$ cat config.mk
export PLATFORM = sky130hd
export DESIGN_NAME = interrupt_ack_sequencer
export DESIGN_NICKNAME = d
export VERILOG_FILES = /design/src/rtl/interrupt_ack_sequencer_pkg.sv /design/src/rtl/interrupt_ack_sequencer_inta_synchroniser.sv /design/src/rtl/interrupt_ack_sequencer.sv
export SDC_FILE = /design/constraint.sdc
export NUM_CORES = 1
export LEC_CHECK = 0
export ABC_AREA = 1
export CAP_MARGIN = 5
export CORE_ASPECT_RATIO = 1.4
export CORE_MARGIN = 4
export CORE_UTILIZATION = 56
export CTS_BUF_LIST = sky130_fd_sc_hd__clkbuf_16
export DETAILED_ROUTE_END_ITERATION = 16
export DONT_BUFFER_PORTS = 1
export GPL_ROUTABILITY_DRIVEN = 0
export PLACE_DENSITY = 0.74
export SYNTH_ARGS = -nofsm -noshare
export SYNTH_HDL_FRONTEND = slang
export SYNTH_SLANG_ARGS = --single-unit
$ cat constraint.sdc
create_clock -name clk -period 2.1 [get_ports clk]
set_input_delay 0.525 -clock clk [delete_from_list [all_inputs] [get_ports clk]]
set_output_delay 0.525 -clock clk [all_outputs]
set_load 0.02 [all_outputs]
$ cat src/rtl/interrupt_ack_sequencer_pkg.sv
// rtl/interrupt_ack_sequencer_pkg.sv - shared state encoding, constants and priority encoder
package interrupt_ack_sequencer_pkg;

    // Acknowledge sequence states: two INTA pulses with a gap between them
    localparam logic [1:0] ST_IDLE  = 2'd0;
    localparam logic [1:0] ST_ACK1  = 2'd1;
    localparam logic [1:0] ST_WAIT2 = 2'd2;
    localparam logic [1:0] ST_ACK2  = 2'd3;

    // Level reported when the request vanished before the first INTA edge
    localparam logic [2:0] SPURIOUS_LEVEL = 3'd7;

    // Result of a priority encode: index of the lowest set bit plus a valid flag
    typedef struct packed {
        logic       valid;
        logic [2:0] idx;
    } prio_t;

    // Lowest set bit wins (bit 0 is the highest priority level)
    function automatic prio_t prio_encode(input logic [7:0] req);
        prio_t r;
        r.valid = 1'b0;
        r.idx   = 3'd0;
        for (int i = 7; i >= 0; i--) begin
            if (req[i]) begin
                r.valid = 1'b1;
                r.idx   = i[2:0];
            end
        end
        return r;
    endfunction

    // One-hot decode of a 3-bit level
    function automatic logic [7:0] level_onehot(input logic [2:0] lvl);
        return 8'b0000_0001 << lvl;
    endfunction

endpackage

$ cat src/rtl/interrupt_ack_sequencer_inta_synchroniser.sv
// rtl/interrupt_ack_sequencer_inta_synchroniser.sv - INTA pin synchroniser with edge pulses
module inta_synchroniser #(
    parameter int SYNC_STAGES = 2
) (
    input  logic clk,
    input  logic reset,
    input  logic inta_n_i,
    output logic inta_fall_o,
    output logic inta_rise_o
);

    // Flops preset to 1 so the inactive (high) pin produces no edge out of reset.
    // SYNC_STAGES must be at least 2 for the shift below to be meaningful.
    logic [SYNC_STAGES-1:0] sync_q;
    logic                   edge_q;

    // Shift the raw pin through the synchroniser chain, then keep one delayed copy
    always_ff @(posedge clk or posedge reset) begin
        if (reset) begin
            sync_q <= '1;
            edge_q <= 1'b1;
        end else begin
            sync_q <= {sync_q[SYNC_STAGES-2:0], inta_n_i};
            edge_q <= sync_q[SYNC_STAGES-1];
        end
    end

    // Single-cycle pulses; the consuming FSM updates on the edge that retires them
    assign inta_fall_o = edge_q & ~sync_q[SYNC_STAGES-1];
    assign inta_rise_o = ~edge_q & sync_q[SYNC_STAGES-1];

endmodule

$ cat src/rtl/interrupt_ack_sequencer.sv
// rtl/interrupt_ack_sequencer.sv - priority resolve, INT, INTA sequence, ISR and vector drive
module interrupt_ack_sequencer
    import interrupt_ack_sequencer_pkg::*;
#(
    parameter int SYNC_STAGES = 2
) (
    input  logic       clk,
    input  logic       reset,
    input  logic       INTA,
    input  logic [7:0] irr_masked,
    input  logic [7:0] icw2,
    input  logic       aeoi,
    input  logic       eoi_pulse,
    input  logic       send_vector_address,
    output logic       INT,
    output logic [7:0] isr,
    output logic [7:0] isr_highest_bit,
    output logic [7:0] clear_irr,
    output logic [7:0] data_out,
    output logic       data_oe
);

    logic       inta_fall;
    logic       inta_rise;

    logic [1:0] state_q, state_d;
    logic [2:0] level_q, level_d;
    logic       spurious_q, spurious_d;
    logic [7:0] isr_q, isr_d;
    logic [7:0] clear_irr_q, clear_irr_d;
    logic       int_q, int_d;

    prio_t      win;
    prio_t      isr_low;
    logic       winner_valid;

    // Vector base low bits are replaced by the level and never read
    logic       icw2_low_unused;
    assign icw2_low_unused = ^icw2[2:0];

    inta_synchroniser #(
        .SYNC_STAGES (SYNC_STAGES)
    ) u_sync (
        .clk         (clk),
        .reset       (reset),
        .inta_n_i    (INTA),
        .inta_fall_o (inta_fall),
        .inta_rise_o (inta_rise)
    );

    // Fully nested priority: a request only wins if it outranks everything in service
    always_comb begin
        win          = prio_encode(irr_masked);
        isr_low      = prio_encode(isr_q);
        winner_valid = win.valid && (!isr_low.valid || (win.idx < isr_low.idx));
    end

    // Next-state logic for the acknowledge FSM, ISR and INT
    always_comb begin
        state_d     = state_q;
        level_d     = level_q;
        spurious_d  = spurious_q;
        isr_d       = isr_q;
        clear_irr_d = 8'h00;

        // Non-specific EOI works on the ISR as it was before any set this cycle
        if (eoi_pulse) begin
            isr_d = isr_q & ~isr_highest_bit;
        end

        case (state_q)
            ST_IDLE: begin
                if (inta_fall) begin
                    state_d = ST_ACK1;
                    if (winner_valid) begin
                        level_d     = win.idx;
                        spurious_d  = 1'b0;
                        isr_d       = isr_d | level_onehot(win.idx);
                        clear_irr_d = level_onehot(win.idx);
                    end else begin
                        level_d    = SPURIOUS_LEVEL;
                        spurious_d = 1'b1;
                    end
                end
            end
            ST_ACK1: begin
                if (inta_rise) begin
                    state_d = ST_WAIT2;
                end
            end
            ST_WAIT2: begin
                if (inta_fall) begin
                    state_d = ST_ACK2;
                end
            end
            ST_ACK2: begin
                if (inta_rise) begin
                    state_d = ST_IDLE;
                    if (aeoi && !spurious_q) begin
                        isr_d = isr_d & ~level_onehot(level_q);
                    end
                end
            end
            default: begin
                state_d = ST_IDLE;
            end
        endcase

        // INT only requested from IDLE, and dropped on the edge that starts the sequence
        int_d = (state_q == ST_IDLE) && !inta_fall && winner_valid;
    end

    // State registers; reset returns the block to idle immediately
    always_ff @(posedge clk or posedge reset) begin
        if (reset) begin
            state_q     <= ST_IDLE;
            level_q     <= 3'd0;
            spurious_q  <= 1'b0;
            isr_q       <= 8'h00;
            clear_irr_q <= 8'h00;
            int_q       <= 1'b0;
        end else begin
            state_q     <= state_d;
            level_q     <= level_d;
            spurious_q  <= spurious_d;
            isr_q       <= isr_d;
            clear_irr_q <= clear_irr_d;
            int_q       <= int_d;
        end
    end

    // Outputs: vector only presented in ACK2, enable withdrawn as the pulse ends
    always_comb begin
        INT             = int_q;
        isr             = isr_q;
        clear_irr       = clear_irr_q;
        isr_highest_bit = isr_low.valid ? level_onehot(isr_low.idx) : 8'h00;
        data_out        = (state_q == ST_ACK2) ? {icw2[7:3], level_q} : 8'h00;
        data_oe         = (state_q == ST_ACK2) && send_vector_address && !inta_rise;
    end

endmodule

==> results of run 1 <==
final timing paths:
kind | startpoint | end | slack, ps | depth (start not counted)
setup / recovery | isr[4]$_DFF_PP0_ | isr_highest_bit[7] | -80 | 6
hold / removal | reset | level_q[1]$_DFFE_PP0P_ | 200 | 2
setup reg to reg | isr[4]$_DFF_PP0_ | isr[0]$_DFF_PP0_ | 30 | 12
hold reg to reg | u_sync.sync_q[0]$_DFF_PP1_ | u_sync.sync_q[1]$_DFF_PP1_ | 360 | 0
max in group asynchronous | reset | u_sync.sync_q[1]$_DFF_PP1_ | 1610 | 2
min in group clk | INTA | u_sync.sync_q[0]$_DFF_PP1_ | 260 | 0
per-stage QoR:
step | instances | area [um^2] | hold slack (ps) | TNS (ps) | power, W
floorplan | 234 | 1729 | 345.2 | 0 | 0.001462
global placement | 290 | 1926 | 346.8 | 0 | 0.001712
detailed placement | 290 | 1926 | 348.8 | -75.15 | 0.001730
CTS | 297 | 2062 | 212.9 | -52.55 | 0.002319
global route | 300 | 2196 | 244.4 | -999.1 | 0.002629
finish | 300 | 2196 | 200.1 | -280.5 | 0.002481
routing by layer:
metal	vias to the layer above	wire, um
met1	762	1684
met2	70	2264
met3	17	264
li1	794	-
met4	0	141
met5	-	0
cell type report:
type	instances	area [um^2]	area share
inverters	55	209.0	0.09516
flip-flops and latches	26	655.6	0.2986
well taps	37	46.29	0.02108
clock buffers	3	75.07	0.03419
clock inverters	1	30.03	0.01368
repair buffers	29	244.0	0.1111
multi-input cells	149	935.9	0.4262
placed cells by master (no fill, tap or decap), types with 2 or more instances in the layout:
cell / n
clkbuf_16: 3
nand4_2: 2
nand3_1: 2
o21ai_1: 3
nand4_1: 5
dfrtp_1: 22
nor2_2: 3
buf_6: 7
nor4_2: 3
o21bai_1: 3
nor3_1: 9
inv_2: 8
nor2_4: 2
o21ai_0: 6
a21oi_1: 13
o21a_1: 3
nor2_1: 19
inv_1: 46
nand2_2: 6
ha_1: 4
dfstp_2: 3
buf_4: 22
nand2_1: 47
nor3_2: 7
nand4_4: 2
power by group through the flow:
stage               logic, W  clock network, W  registers [W]
finish               0.00125          0.000549       0.000682
global route         0.00137          0.000569       0.000692
CTS                  0.00109          0.000551       0.000681
detailed placement   0.00104                 0       0.000690
global placement     0.00103                 0       0.000685
floorplan           0.000769                 0       0.000694
sequential cells by signal (all words and copies together), names as in the netlist:
name,count
clear_irr,8
isr,8
level_q,3
state_q,2
u_sync.sync_q,2
INT,1
spurious_q,1
u_sync.edge_q,1
what timing repair did:
item	4_1_cts	5_1_grt
gates resized for setup	6	27
setup endpoints to repair	11	26
pin swaps	3	8
buffers inserted	3	3
cell families (layout without fill, tap and decap cells):
| logic type | Yosys count | in the layout | share of synthesized area |
|---|---|---|---|
| compound gates | 33 | 33 | 0.1165 |
| fa+ha+maj | 6 | 6 | 0.04370 |
| buf+inv | 59 | 88 | 0.1333 |
| flops | 26 | 26 | 0.3809 |
| simple gates | 110 | 110 | 0.3256 |
cells in the mapped netlist:
master and number:
nand3_1 3, nand2_4 1, nor2_1 21, a21oi_4 1, nor4_2 2, nor3_2 7, dfrtp_1 23, o21bai_1 3
ha_1 6, inv_1 52, nand4_2 4, nor4_1 1, nand4_1 5, o21a_1 3, nor3_1 9, inv_2 3
nand2_1 52, clkbuf_1 3, nor2_2 3, buf_6 1, o21ai_1 3, a22oi_1 1, o211ai_1 1, a21oi_1 14
dfstp_2 3, nand2_2 2, o21ai_0 6, o221ai_1 1
worst max-delay path: stages (launching register included):
cell,delay [ps]
dfrtp_2,430
nor3_1,240
o211ai_1,150
buf_4,190
nor2_1,150
nand2_1,120
inv_2,120
==> key figures, run 1 <==
Global routing
  – GRT Overall Usage: 0.2113
  – Met1 usage: 0.2651
  – First-pass GRT wire length: 6279 um
  – Vias in the first global route: 1418
  – Met2 usage: 0.3526
  – GRT busiest layer: met2
  – Largest net degree at the start of global routing: 27
  – Initial antenna violation count: 0
  – Global Route met3 Usage: 0.02231
  – Total grt overflow: 0

Job
  – Max Cap Viol: 0

Yosys
  – Post-Syn Area per Cell: 7.341 um^2
  – Yosys reg bits: 26
  – Synth cell types: 28
  – Post-synth top area cell: dfrtp_1
  – Post-Syn Nets: 262
  – Largest cells by area after synthesis: dfrtp_1 34%, inv_1 11%, nand2_1 11%
  – Seq/Total Area, Yosys: 0.3809
  – Yosys warning count: 0
  – Synth Instances: 234
  – Area share of the largest cell type after synthesis: 0.3350
  – Cell Area, Synth: 0.001718 mm^2

STA
  – Hold Fails Final Rpt: 0
  – RSZ-0062 raised after global routing: yes
  – Crit path time final: 2176 ps
  – Achievable clock frequency: 459.5 MHz
  – Max-slew headroom: 0.5856
  – Slew @ Worst Pin: 620.1 ps
  – Max Slew Vio Count: 0
  – Setup Skew: 1.212 ps
  – Final period utilization: 1.036
  – Setup WS post-layout: -76.09 ps
  – Final-report setup violation count: 6

Critical path
  – Worst EP arrival: 1650 ps
  – Req. time, crit path: 1570 ps
  – Setup Crit Path Kind: flop to primary output
  – Crit path launch type: flop
  – Crit Path Max Fanout: 5
  – Crit path capture type: primary output

Route
  – Drt pass-1 iters: 4
  – DR WL/cell: 14.52 um
  – Final WL: 4356 um
  – DRT antenna net count: 0
  – DR DRC count: 0
  – Drt first-iter violations: 76
  – Vias: 1643
  – Via density: 5.477

Placed design
  – Setup WS pre-CTS: -37.72 ps
  – I/O Buffers: 0
  – Dpl hpwl: 3033 um

Floorplanning
  – Die area: 0.004030 mm^2
  – Total core area: 0.002907 mm^2
  – Starting density of the core: 0.5910
  – Cell Rows: 23
  – Die H: 73.54 um
  – I/O Pins: 56
  – Horiz. Die Dim: 54.81 um

Min path
  – Worst Hold Class: input port to asynchronous set/reset pin

Pwr
  – Clock power frac: 0.221
  – Switching part of the total power: 0.4230
  – Total leakage power: 1.158 nW
  – Combinational power share: 0.504
  – Internal power: 0.001431 W
  – Sequential share of power: 0.275
  – Net Switching: 0.001049 W
  – Worst vdd ir: 0.0007645 V
  – PwrDens: 1130 mW/mm^2

Clock network
  – Reg clk slew, reported paths: 60 ps
  – CTS Sinks: 26
  – TritonCTS clock tree: done
  – CTS H-Tree Depth: 1
  – Skew-Pair Late Insertion Delay: 260 ps
  – Num CTS Buffers: 3
  – Clk buf depth: 2
  – Hold Buf Count CTS: 0
  – Clock root cell: clkbuf_16

Final layout
  – Fillcell total: 206
  – Share of cells above drive strength 1: 0.3004
  – Antenna Cells: 0
  – Fin util: 0.7555
  – Nets: 292
  – Area Overhead vs Synth: 27.82%

Outcome
  – Failing checks: negative setup slack
  – Outcome: finished with violations
(Power assumes the default switching activity.)
==> run 2: changes to the inputs <==
--- a/config.mk
+++ b/config.mk
@@ -11,6 +11,7 @@
 export CORE_MARGIN = 4
 export CORE_UTILIZATION = 56
 export CTS_BUF_LIST = sky130_fd_sc_hd__clkbuf_16
+export CTS_CLUSTER_SIZE = 10
 export DETAILED_ROUTE_END_ITERATION = 16
 export DONT_BUFFER_PORTS = 1
 export GPL_ROUTABILITY_DRIVEN = 0
==> results of run 2 <==
Final layout, timing and power as in run 1 (identical DEF).
